--- config.mk ---
export PLATFORM = sky130hd
export DESIGN_NAME = debounce_fsm
export DESIGN_NICKNAME = d
export VERILOG_FILES = /design/src/rtl/debounce_fsm.sv
export SDC_FILE = /design/constraint.sdc
export NUM_CORES = 1
export LEC_CHECK = 0
export BUFFER_PORTS_ARGS = -buffer_cell sky130_fd_sc_hd__clkbuf_2
export CAP_MARGIN = 20
export CORE_UTILIZATION = 25
export CTS_BUF_LIST = sky130_fd_sc_hd__clkbuf_8
export DETAILED_ROUTE_END_ITERATION = 8
export HOLD_SLACK_MARGIN = 0.02
export SETUP_SLACK_MARGIN = 0.2
export SKIP_CTS_REPAIR_TIMING = 1
export SLEW_MARGIN = 20
export SYNTH_ARGS = -nofsm -noshare
export SYNTH_HDL_FRONTEND = slang
export SYNTH_SLANG_ARGS = --single-unit
--- constraint.sdc ---
create_clock -name clk -period 1.85 [get_ports clk]
set_input_delay 0.37 -clock clk [delete_from_list [all_inputs] [get_ports clk]]
set_output_delay 0.37 -clock clk [all_outputs]
set_load 0.005 [all_outputs]
--- src/rtl/debounce_fsm.sv ---
// Button debouncer: 2-flop synchronizer feeding a tick-qualified 4-state FSM.
// A new level is accepted after N_STABLE consecutive agreeing sample ticks.
module debounce_fsm #(
   parameter int N_STABLE = 4
) (
   input  logic clk,
   input  logic rst_a_n,
   input  logic btn_in,
   input  logic sample_tick,
   output logic btn_db,
   output logic btn_rise,
   output logic btn_fall,
   output logic busy
);

   localparam int CW = $clog2(N_STABLE + 1);
   localparam logic [CW-1:0] CNT_ZERO = CW'(0);
   localparam logic [CW-1:0] CNT_ONE  = CW'(1);
   localparam logic [CW-1:0] CNT_MAX  = CW'(N_STABLE);

   typedef enum logic [1:0] {
      S_LOW       = 2'd0,
      S_WAIT_HIGH = 2'd1,
      S_HIGH      = 2'd2,
      S_WAIT_LOW  = 2'd3
   } state_e;

   logic          btn_meta_q;
   logic          btn_sync_q;
   state_e        state_q;
   logic [CW-1:0] cnt_q;
   logic [CW-1:0] cnt_inc;
   logic          btn_db_q;
   logic          btn_rise_q;
   logic          btn_fall_q;
   logic          busy_q;

   // cnt_q stays below N_STABLE while waiting, so the increment always fits CW bits
   assign cnt_inc = cnt_q + CNT_ONE;

   // Two-flop synchronizer for the asynchronous button level
   always_ff @(posedge clk or negedge rst_a_n) begin
      if (!rst_a_n) begin
         btn_meta_q <= 1'b0;
         btn_sync_q <= 1'b0;
      end else begin
         btn_meta_q <= btn_in;
         btn_sync_q <= btn_meta_q;
      end
   end

   // Qualification FSM with registered level, edge pulses and busy flag
   always_ff @(posedge clk or negedge rst_a_n) begin
      if (!rst_a_n) begin
         state_q    <= S_LOW;
         cnt_q      <= CNT_ZERO;
         btn_db_q   <= 1'b0;
         btn_rise_q <= 1'b0;
         btn_fall_q <= 1'b0;
         busy_q     <= 1'b0;
      end else begin
         btn_rise_q <= 1'b0;
         btn_fall_q <= 1'b0;
         if (sample_tick) begin
            case (state_q)
               S_LOW: begin
                  if (btn_sync_q) begin
                     if (N_STABLE == 1) begin
                        state_q    <= S_HIGH;
                        btn_db_q   <= 1'b1;
                        btn_rise_q <= 1'b1;
                        cnt_q      <= CNT_ZERO;
                        busy_q     <= 1'b0;
                     end else begin
                        state_q <= S_WAIT_HIGH;
                        cnt_q   <= CNT_ONE;
                        busy_q  <= 1'b1;
                     end
                  end else begin
                     cnt_q  <= CNT_ZERO;
                     busy_q <= 1'b0;
                  end
               end
               S_WAIT_HIGH: begin
                  if (btn_sync_q) begin
                     if (cnt_inc == CNT_MAX) begin
                        state_q    <= S_HIGH;
                        btn_db_q   <= 1'b1;
                        btn_rise_q <= 1'b1;
                        cnt_q      <= CNT_ZERO;
                        busy_q     <= 1'b0;
                     end else begin
                        cnt_q  <= cnt_inc;
                        busy_q <= 1'b1;
                     end
                  end else begin
                     state_q <= S_LOW;
                     cnt_q   <= CNT_ZERO;
                     busy_q  <= 1'b0;
                  end
               end
               S_HIGH: begin
                  if (!btn_sync_q) begin
                     if (N_STABLE == 1) begin
                        state_q    <= S_LOW;
                        btn_db_q   <= 1'b0;
                        btn_fall_q <= 1'b1;
                        cnt_q      <= CNT_ZERO;
                        busy_q     <= 1'b0;
                     end else begin
                        state_q <= S_WAIT_LOW;
                        cnt_q   <= CNT_ONE;
                        busy_q  <= 1'b1;
                     end
                  end else begin
                     cnt_q  <= CNT_ZERO;
                     busy_q <= 1'b0;
                  end
               end
               S_WAIT_LOW: begin
                  if (!btn_sync_q) begin
                     if (cnt_inc == CNT_MAX) begin
                        state_q    <= S_LOW;
                        btn_db_q   <= 1'b0;
                        btn_fall_q <= 1'b1;
                        cnt_q      <= CNT_ZERO;
                        busy_q     <= 1'b0;
                     end else begin
                        cnt_q  <= cnt_inc;
                        busy_q <= 1'b1;
                     end
                  end else begin
                     state_q <= S_HIGH;
                     cnt_q   <= CNT_ZERO;
                     busy_q  <= 1'b0;
                  end
               end
               default: begin
                  state_q  <= S_LOW;
                  cnt_q    <= CNT_ZERO;
                  btn_db_q <= 1'b0;
                  busy_q   <= 1'b0;
               end
            endcase
         end else begin
            state_q  <= state_q;
            cnt_q    <= cnt_q;
            btn_db_q <= btn_db_q;
            busy_q   <= busy_q;
         end
      end
   end

   assign btn_db   = btn_db_q;
   assign btn_rise = btn_rise_q;
   assign btn_fall = btn_fall_q;
   assign busy     = busy_q;

endmodule

==> impl_metrics.json, run 1 <==
{
  "status": "finished clean",
  "setup_viol": 0,
  "gp_congestion": 0.6777,
  "period_share_pct": 76.81,
  "cp.arrival_ns": 1.54,
  "clock-sinks": 11,
  "cp_common_cell": "ha_1",
  "post-route-util_pct": 33.33,
  "ys_types": 18,
  "period_minus_slack_ns": 1.421,
  "required_ns": 1.97,
  "hpwl_um": 497.8,
  "insertion_delay_ns": 0.24,
  "grt_overflow": 0,
  "cts_buffer_depth": 2,
  "fin_cells": 76,
  "path_class": "reg -> reg",
  "switching_share_pct": 26.61,
  "first_global_vias": 256,
  "yosys_warnings": 0,
  "rsz0062_at_grt": "no",
  "ios": 8,
  "cts_tree": "done",
  "slew_viol_final": 0,
  "final_hold_viol_count": 0,
  "die_width_um": 44.80,
  "min_path_type": "in -> reg",
  "drt-total-wl_um": 713,
  "die_h_um": 44.80,
  "drive_above_1_share_pct": 21.57,
  "path_max_fanout": 4,
  "slowest_stage": "dfrtp_1",
  "p_int_mw": 0.4637,
  "slew_headroom_pct": 82.00,
  "areaGrowthSynthToFinish_pct": 25.68,
  "finClkSkew_ns": 0.002044,
  "clock_power_share_pct": 37.5,
  "syn_inst": 40,
  "fp-row-count": 15,
  "grt_max_degree": 12,
  "path_clk_slew_ns": 0.05,
  "power-per-cell-area_nw_per_um2": 1098,
  "maxCapViolCount": 0,
  "drt_iter0_markers": 4,
  "fin_nets": 59,
  "leakagePower_nw": 0.2652,
  "worstPathCellList": "ha_1, ha_1, nand3_1, mux2_1",
  "critPathCaptureType": "flip-flop",
  "cts_buffers": 3,
  "grt_use_total_pct": 9.822,
  "dp.cells": 71,
  "fmax_mhz": 703.7,
  "ant_nets": 0,
  "tns_ns": 0,
  "p_seq_share_pct": 48.2,
  "initial_core_util_pct": 26.52,
  "p_sw_mw": 0.1682,
  "first_pass_iters": 4,
  "cts.htree.levels": 1,
  "core_area_um2": 1727,
  "portBuffers": 7,
  "ys_seq_area_share_pct": 60.11,
  "cp-start-kind": "flip-flop",
  "synth-seq-cells": 11,
  "wl_per_cell_um": 9.382,
  "route.vias.total": 302,
  "synth_area_per_cell_um2": 11.45,
  "worst_pin_slew_ns": 0.2699,
  "drc_errors": 0,
  "syn_nets": 47,
  "fin_area_um2": 575.6,
  "grt_pass1_wl_um": 1262,
  "antenna_found_initial": 0,
  "cpPeakStageDelay_ns": 0.38,
  "irDropWorstVdd_uv": 472.8,
  "clockRootBuffer": "clkbuf_8",
  "netlist_area_um2": 457.9,
  "antennaDiodeCount": 0,
  "die_area_um2": 2007,
  "placed_cell_area_um2": 519.2,
  "fillCellCount": 191,
  "p_comb_share_pct": 14.3,
  "vias_per_cell": 3.974
}
-- layout make-up --
type                    count  area, um2  share of cell area [%]
clock buffers               3      41.29                   7.174
flip-flops and latches     11      275.3                   47.83
well taps                  25      31.28                   5.435
inverters                   6      22.52                   3.913
clock inverters             1      5.005                  0.8696
multi-input cells          22      155.1                   26.96
repair buffers              8      45.04                   7.826
-- kinds of logic (layout without fill, tap and decap cells) --
kind of cell / count (synthesis) / in the layout / share of synthesized area, %
AND/OR/NAND/NOR: 9 / 9 / 10.11
XOR/XNOR: 1 / 1 / 1.913
multiplexers: 1 / 1 / 2.459
adder cells (fa/ha/maj): 3 / 3 / 8.198
buffers and inverters: 7 / 18 / 6.010
flip-flops: 11 / 11 / 60.11
AO/OA/AOI/OAI: 8 / 8 / 11.20
-- worst max-delay path, delay by kind of cell, from the launching register on --
family	cells	cell delay, ns
adders and majority gates	2	0.44
and+or+nand+nor	1	0.15
muxes	1	0.33
DFF	1	0.38
-- flip-flops by register name (all words and copies together), names as in the netlist, named ones only --
name	count
cnt_q	3
btn_db	1
btn_fall	1
btn_meta_q	1
btn_rise	1
btn_sync_q	1
busy	1
state_q	1
-- stage by stage --
stage / hold WS (ns) / total power, mW / worst slack [ns]
after CTS: 0.005578 / 0.6416 / 0.4169
after global routing: 0.2197 / 0.6750 / 0.3834
after floorplan: 0.07441 / 0.3662 / 0.5161
final: 0.2341 / 0.6319 / 0.4289
after detailed placement: 0.2649 / 0.3983 / 0.4384
after global placement: 0.2608 / 0.3961 / 0.4882
-- path summary, 6_finish.rpt --
path                                           start  cells after the start              endpoint  slack (ns)
worst max-delay path            cnt_q[0]$_DFFE_PN0P_                      4             flip-flop        0.43
worst min-delay path                          btn_in                      1  btn_meta_q$_DFF_PN0_        0.23
worst max register to register  cnt_q[0]$_DFFE_PN0P_                      4             flip-flop        0.43
worst min register to register  btn_meta_q$_DFF_PN0_                      0  btn_sync_q$_DFF_PN0_        0.35
max in group asynchronous                    rst_a_n                      2             async pin        1.10
min in group asynchronous                    rst_a_n                      2  cnt_q[2]$_DFFE_PN0P_        0.54
-- layer usage --
| metal | routed length, um | vias up | track usage, % |
|---|---|---|---|
| met2 | 272 | 9 | 11.18 |
| met4 | 29 | 0 | 9.091 |
| li1 | - | 158 | - |
| met5 | 0 | - | 0 |
| met3 | 43 | 5 | 6.000 |
| met1 | 368 | 130 | 12.28 |
-- layout by cell type, fill, tap and decap left out --
| cell type | Yosys | final |
|---|---|---|
| dfrtp_1 | 11 | 11 |
| clkbuf_2 | 0 | 7 |
| inv_1 | 6 | 6 |
| nand2_1 | 3 | 3 |
| ha_1 | 3 | 3 |
| clkbuf_8 | 0 | 3 |
| nand3_1 | 2 | 2 |
| o21ai_1 | 2 | 2 |
| o22ai_1 | 2 | 2 |
| nand4_1 | 1 | 1 |
| nor2_1 | 1 | 1 |
| nor3b_1 | 1 | 1 |
| xor2_1 | 1 | 1 |
| o211ai_1 | 1 | 1 |
| mux2_1 | 1 | 1 |
| o21bai_1 | 1 | 1 |
| a22o_1 | 1 | 1 |
| o21ai_0 | 1 | 1 |
| nand3b_1 | 1 | 1 |
| clkinv_2 | 0 | 1 |
| dlygate4sd3_1 | 0 | 1 |
-- cells in the mapped netlist --
library cell	count	share of area, %
ha_1	3	8.2
o21ai_0	1	1.1
a22o_1	1	1.9
o211ai_1	1	1.6
dfrtp_1	11	60
o22ai_1	2	2.7
o21bai_1	1	1.6
nor3b_1	1	1.6
nand4_1	1	1.4
buf_2	1	1.1
nand3b_1	1	1.6
mux2_1	1	2.5
o21ai_1	2	2.2
inv_1	6	4.9
nand3_1	2	2.2
xor2_1	1	1.9
nand2_1	3	2.5
nor2_1	1	0.82
-- power by group through the flow --
stage / combinational, mW / clock (mW) / sequential (mW)
global placement: 0.0894 / 0 / 0.307
CTS: 0.0912 / 0.246 / 0.305
finish: 0.0901 / 0.237 / 0.305
detailed placement: 0.0908 / 0 / 0.308
floorplan: 0.0631 / 0 / 0.303
global route: 0.104 / 0.261 / 0.310
Power figures use the tool's default switching activity.
==> inputs of run 2 (changes only) <==
==> constraint.sdc (replaced) <==
create_clock -name clk -period 1.2 [get_ports clk]
set_input_delay 0.24 -clock clk [delete_from_list [all_inputs] [get_ports clk]]
set_output_delay 0.24 -clock clk [all_outputs]
set_load 0.005 [all_outputs]
==> run 2 against run 1 <==
Net effect:
- the flow now finishes with violations (setup timing)
- final cell count is 2.6% higher
- register-to-register slack worse by 0.48 ns
- sequential power is 61% higher
- global-route usage is 0.79 points lower
- clock skew is 0.0020 ns higher
- clock power is 49% higher
- largest power group unchanged
- highest routed layer unchanged
==> impl_metrics.json, run 2 (synthesis gave the netlist of run 1 again) <==
{
  "antennaDiodeCount": 0,
  "cts.htree.levels": 1,
  "violations": "setup timing",
  "critPathCaptureType": "flip-flop",
  "die_area_um2": 2007,
  "fin_nets": 61,
  "wl_per_cell_um": 9.731,
  "crit_buf_inv": 0,
  "first_pass_iters": 2,
  "fp-row-count": 15,
  "layout_setup_ws_ns": -0.05305,
  "areaGrowthSynthToFinish_pct": 39.89,
  "min_path_type": "in -> reg",
  "path_max_fanout": 3,
  "vias_per_cell": 4.026,
  "layout_common_cells": "11 x dfrtp_1, 7 x inv_1, 7 x clkbuf_2",
  "insertion_delay_ns": 0.23,
  "drive_above_1_share_pct": 33.96,
  "path_class": "reg -> reg",
  "core_area_um2": 1727,
  "setup_viol": 4,
  "rsz0062_at_grt": "yes",
  "final_hold_viol_count": 0,
  "drt-total-wl_um": 759,
  "use_met2_pct": 14.41,
  "fmax_mhz": 798.1,
  "drc_errors": 0,
  "period_minus_slack_ns": 1.253,
  "top_register": "cnt_q",
  "worstPathCellList": "ha_4, ha_4, nand3_4, mux2_4",
  "largest_register_ff_count": 3,
  "antenna_found_initial": 0,
  "grt_overflow": 0,
  "cts_buffers": 3,
  "grtUsageMet3_pct": 7.200,
  "slowest_stage": "dfrtp_1",
  "ant_nets": 0,
  "busiest_layer": "met2",
  "leakagePower_nw": 0.2799,
  "clockRootBuffer": "clkbuf_8",
  "cts_buffer_depth": 2,
  "cpPeakStageDelay_ns": 0.41,
  "hpwl_um": 521.8,
  "cp_common_cell": "ha_4",
  "gp_congestion": 0.7127,
  "route.vias.total": 314,
  "ios": 8,
  "cp.arrival_ns": 1.37,
  "irDropWorstVdd_uv": 1319,
  "grt_pass1_wl_um": 1200,
  "holdWs_ns": 0.1151,
  "period_share_pct": 104.4,
  "cts_tree": "done",
  "drt_iter0_markers": 1,
  "crit_family": "flip-flops",
  "grtUsageMet1_pct": 8.629,
  "portBuffers": 7,
  "initial_core_util_pct": 26.52,
  "power-per-cell-area_nw_per_um2": 1614,
  "status": "finished, violations left",
  "cp-start-kind": "flip-flop",
  "path_clk_slew_ns": 0.05,
  "grt_use_total_pct": 9.037,
  "worst_pin_slew_ns": 0.2643,
  "first_global_vias": 289,
  "grt_max_degree": 12,
  "die_width_um": 44.80,
  "required_ns": 1.32,
  "finClkSkew_ns": 0.004093,
  "die_h_um": 44.80,
  "slew_headroom_pct": 82.38,
  "mostFrequentLayoutCell": "dfrtp_1",
  "maxCapViolCount": 0,
  "tns_ns": -0.1191,
  "slew_viol_final": 0,
  "clock-sinks": 11
}
run 2: cell types whose count changed in the layout (fill, tap and decap cells not counted), sizes merged:
cell	change
inv	+1
buf	+2
clkinv	-1
run 2: worst paths after layout:
kind | start | endpoint | slack (ns) | cells after the start
worst max-delay path | cnt_q[0]$_DFFE_PN0P_ | flip-flop | -0.05 | 4
worst min-delay path | btn_in | btn_meta_q$_DFF_PN0_ | 0.12 | 1
worst max register to register | cnt_q[0]$_DFFE_PN0P_ | flip-flop | -0.05 | 4
worst min register to register | btn_meta_q$_DFF_PN0_ | btn_sync_q$_DFF_PN0_ | 0.34 | 0
max in group asynchronous | rst_a_n | btn_sync_q$_DFF_PN0_ | 0.58 | 2
min in group asynchronous | rst_a_n | btn_db$_DFFE_PN0P_ | 0.41 | 2
run 2: stage by stage:
step	setup WS, ns	power, mW	instance area [um2]	util, %	std cells
floorplan	-0.01904	0.5913	489.2	-	40
global placement	-0.02868	0.6411	558.0	32.32	72
detailed placement	-0.05289	0.6478	558.0	32.32	72
CTS	-0.05941	1.003	603.1	34.93	76
global route	-0.08814	1.107	640.6	37.10	78
finish	-0.05305	1.034	640.6	37.10	78
run 2: area by class of cell:
class	instances	area, um2
fill	188	1086
sequential	11	275.3
multi-input combinational	22	206.4
timing repair buffer	10	60.06
clock buffer	3	41.29
tap	25	31.28
inverter	6	22.52
clock inverter	1	3.754
run 2: routing by layer:
metal / vias up / part of all wire (%)
met3: 2 / 6.9
met1: 144 / 44
met4: 0 / 0.79
li1: 159 / -
met2: 9 / 48
met5: - / 0
run 2: power breakdown:
part | switching, mW | leakage (nW) | internal (mW)
Clock | 0.128 | 0.0269 | 0.224
Combinational | 0.0855 | 0.115 | 0.105
Sequential | 0.0665 | 0.138 | 0.425
==> inputs of run 3 (changes only) <==
--- a/config.mk
+++ b/config.mk
@@ -7,9 +7,10 @@
 export LEC_CHECK = 0
 export BUFFER_PORTS_ARGS = -buffer_cell sky130_fd_sc_hd__clkbuf_2
 export CAP_MARGIN = 20
-export CORE_UTILIZATION = 25
+export CORE_AREA = 2 2 39 41
 export CTS_BUF_LIST = sky130_fd_sc_hd__clkbuf_8
 export DETAILED_ROUTE_END_ITERATION = 8
+export DIE_AREA = 0 0 41 43
 export HOLD_SLACK_MARGIN = 0.02
 export SETUP_SLACK_MARGIN = 0.2
 export SKIP_CTS_REPAIR_TIMING = 1
==> run 3 against run 2 <==
Net effect:
- the run still ends with setup timing left
- core utilization rose by 8.9 points
- die area down 12%
- non-clock buffer count increased by 1
==> impl_metrics.json, run 3 (synthesis gave the netlist of run 1 again) <==
{
  "route.vias.total": 320,
  "die_h_um": 43,
  "core_area_um2": 1384,
  "cts_buffer_depth": 2,
  "clock-sinks": 11,
  "layout_common_cells": "11 x dfrtp_1, 7 x inv_1, 7 x clkbuf_2",
  "antennaDiodeCount": 0,
  "slew_headroom_pct": 81.80,
  "grt_use_total_pct": 11.30,
  "drive_above_1_share_pct": 37.04,
  "routed.top_layer": "met3",
  "worst_pin_slew_ns": 0.2731,
  "cp-start-kind": "flip-flop",
  "ant_nets": 0,
  "wl_per_cell_um": 11.10,
  "path_class": "reg -> reg",
  "p_total_mw": 1.038,
  "cts.htree.levels": 1,
  "status": "finished, violations left",
  "grt_max_degree": 12,
  "path_max_fanout": 3,
  "die_width_um": 41,
  "first_pass_iters": 2,
  "dp.cells": 63,
  "drt-total-wl_um": 777,
  "fin_cells": 70,
  "slew_viol_final": 0,
  "irDropWorstVdd_uv": 667.3,
  "rsz0062_at_grt": "yes",
  "first_global_vias": 302,
  "insertion_delay_ns": 0.24,
  "critPathCaptureType": "flip-flop",
  "drt_iter0_markers": 5,
  "finClkSkew_ns": 0.003292,
  "mostFrequentLayoutCell": "dfrtp_1",
  "power-per-cell-area_nw_per_um2": 1630,
  "met3_length_um": 50,
  "path_clk_slew_ns": 0.05,
  "clockRootBuffer": "clkbuf_8",
  "maxCapViolCount": 0,
  "areaGrowthSynthToFinish_pct": 39.07,
  "wl_met2_um": 360,
  "leakagePower_nw": 0.2856,
  "violations": "setup timing",
  "initial_core_util_pct": 33.09,
  "top_register": "cnt_q",
  "cp.arrival_ns": 1.37,
  "grt_pass1_wl_um": 1242,
  "drc_errors": 0,
  "fillCellCount": 135,
  "period_minus_slack_ns": 1.252,
  "hpwl_um": 551.9,
  "required_ns": 1.32,
  "min_path_type": "in -> reg",
  "tns_ns": -0.08186,
  "ios": 8,
  "largest_register_ff_count": 3,
  "cts_buffers": 3,
  "fp-row-count": 14,
  "setup_viol": 2,
  "final_hold_viol_count": 0,
  "fin_nets": 62,
  "drt-met1-wl_um": 366,
  "gp_congestion": 0.6944,
  "layout_setup_ws_ns": -0.05242,
  "portBuffers": 7,
  "fmax_mhz": 798.5,
  "die_area_um2": 1763,
  "grt_overflow": 0,
  "period_share_pct": 104.4,
  "vias_per_cell": 4.571,
  "cts_tree": "done",
  "antenna_found_initial": 0
}
-- run 3: final timing paths --
check | slack, ns | end | depth (start not counted) | startpoint
hold / removal | 0.11 | btn_meta_q$_DFF_PN0_ | 1 | btn_in
setup / recovery | -0.05 | flip-flop | 4 | cnt_q[0]$_DFFE_PN0P_
hold reg to reg | 0.35 | btn_sync_q$_DFF_PN0_ | 0 | btn_meta_q$_DFF_PN0_
max in group asynchronous | 0.57 | cnt_q[1]$_DFFE_PN0P_ | 2 | rst_a_n
min in group asynchronous | 0.41 | btn_rise$_DFF_PN0_ | 2 | rst_a_n
setup reg to reg | -0.05 | flip-flop | 4 | cnt_q[0]$_DFFE_PN0P_
-- run 3: per-layer routing --
metal	track usage [%]	vias to the layer above
li1	-	161
met1	13.80	152
met2	13.44	7
met3	6.283	0
met4	10.00	0
met5	0	-
-- run 3: layout make-up --
type | count | area [um2] | area share, %
flip-flops and latches | 11 | 275.3 | 43.22
multi-input cells | 22 | 202.7 | 31.83
repair buffers | 11 | 71.32 | 11.20
clock buffers | 3 | 41.29 | 6.483
inverters | 6 | 22.52 | 3.536
well taps | 16 | 20.02 | 3.143
clock inverters | 1 | 3.754 | 0.5894
-- run 3: critical path: stages (launching register included) --
cell and delay [ns]:
dfrtp_1 0.38, ha_2 0.21, ha_4 0.17, nand3_4 0.08, mux2_4 0.30
-- run 3: report_power, final --
group / leakage, nW / switching [mW] / internal, mW / total [mW]
sequential: 0.138 / 0.0569 / 0.424 / 0.481
clock: 0.0269 / 0.134 / 0.224 / 0.358
combinational: 0.121 / 0.0934 / 0.106 / 0.199
-- run 3: per-stage QoR --
step | hold slack [ns] | instance area [um2] | utilization, % | setup WS [ns]
after detailed placement | 0.1331 | 546.8 | 39.51 | -0.04566
after floorplan | -0.05559 | 489.2 | - | -0.01904
after CTS | -0.1256 | 591.8 | 42.77 | -0.05401
final | 0.1065 | 636.9 | 46.02 | -0.05242
after global placement | 0.1304 | 546.8 | 39.51 | -0.02992
after global routing | 0.09359 | 636.9 | 46.02 | -0.08885
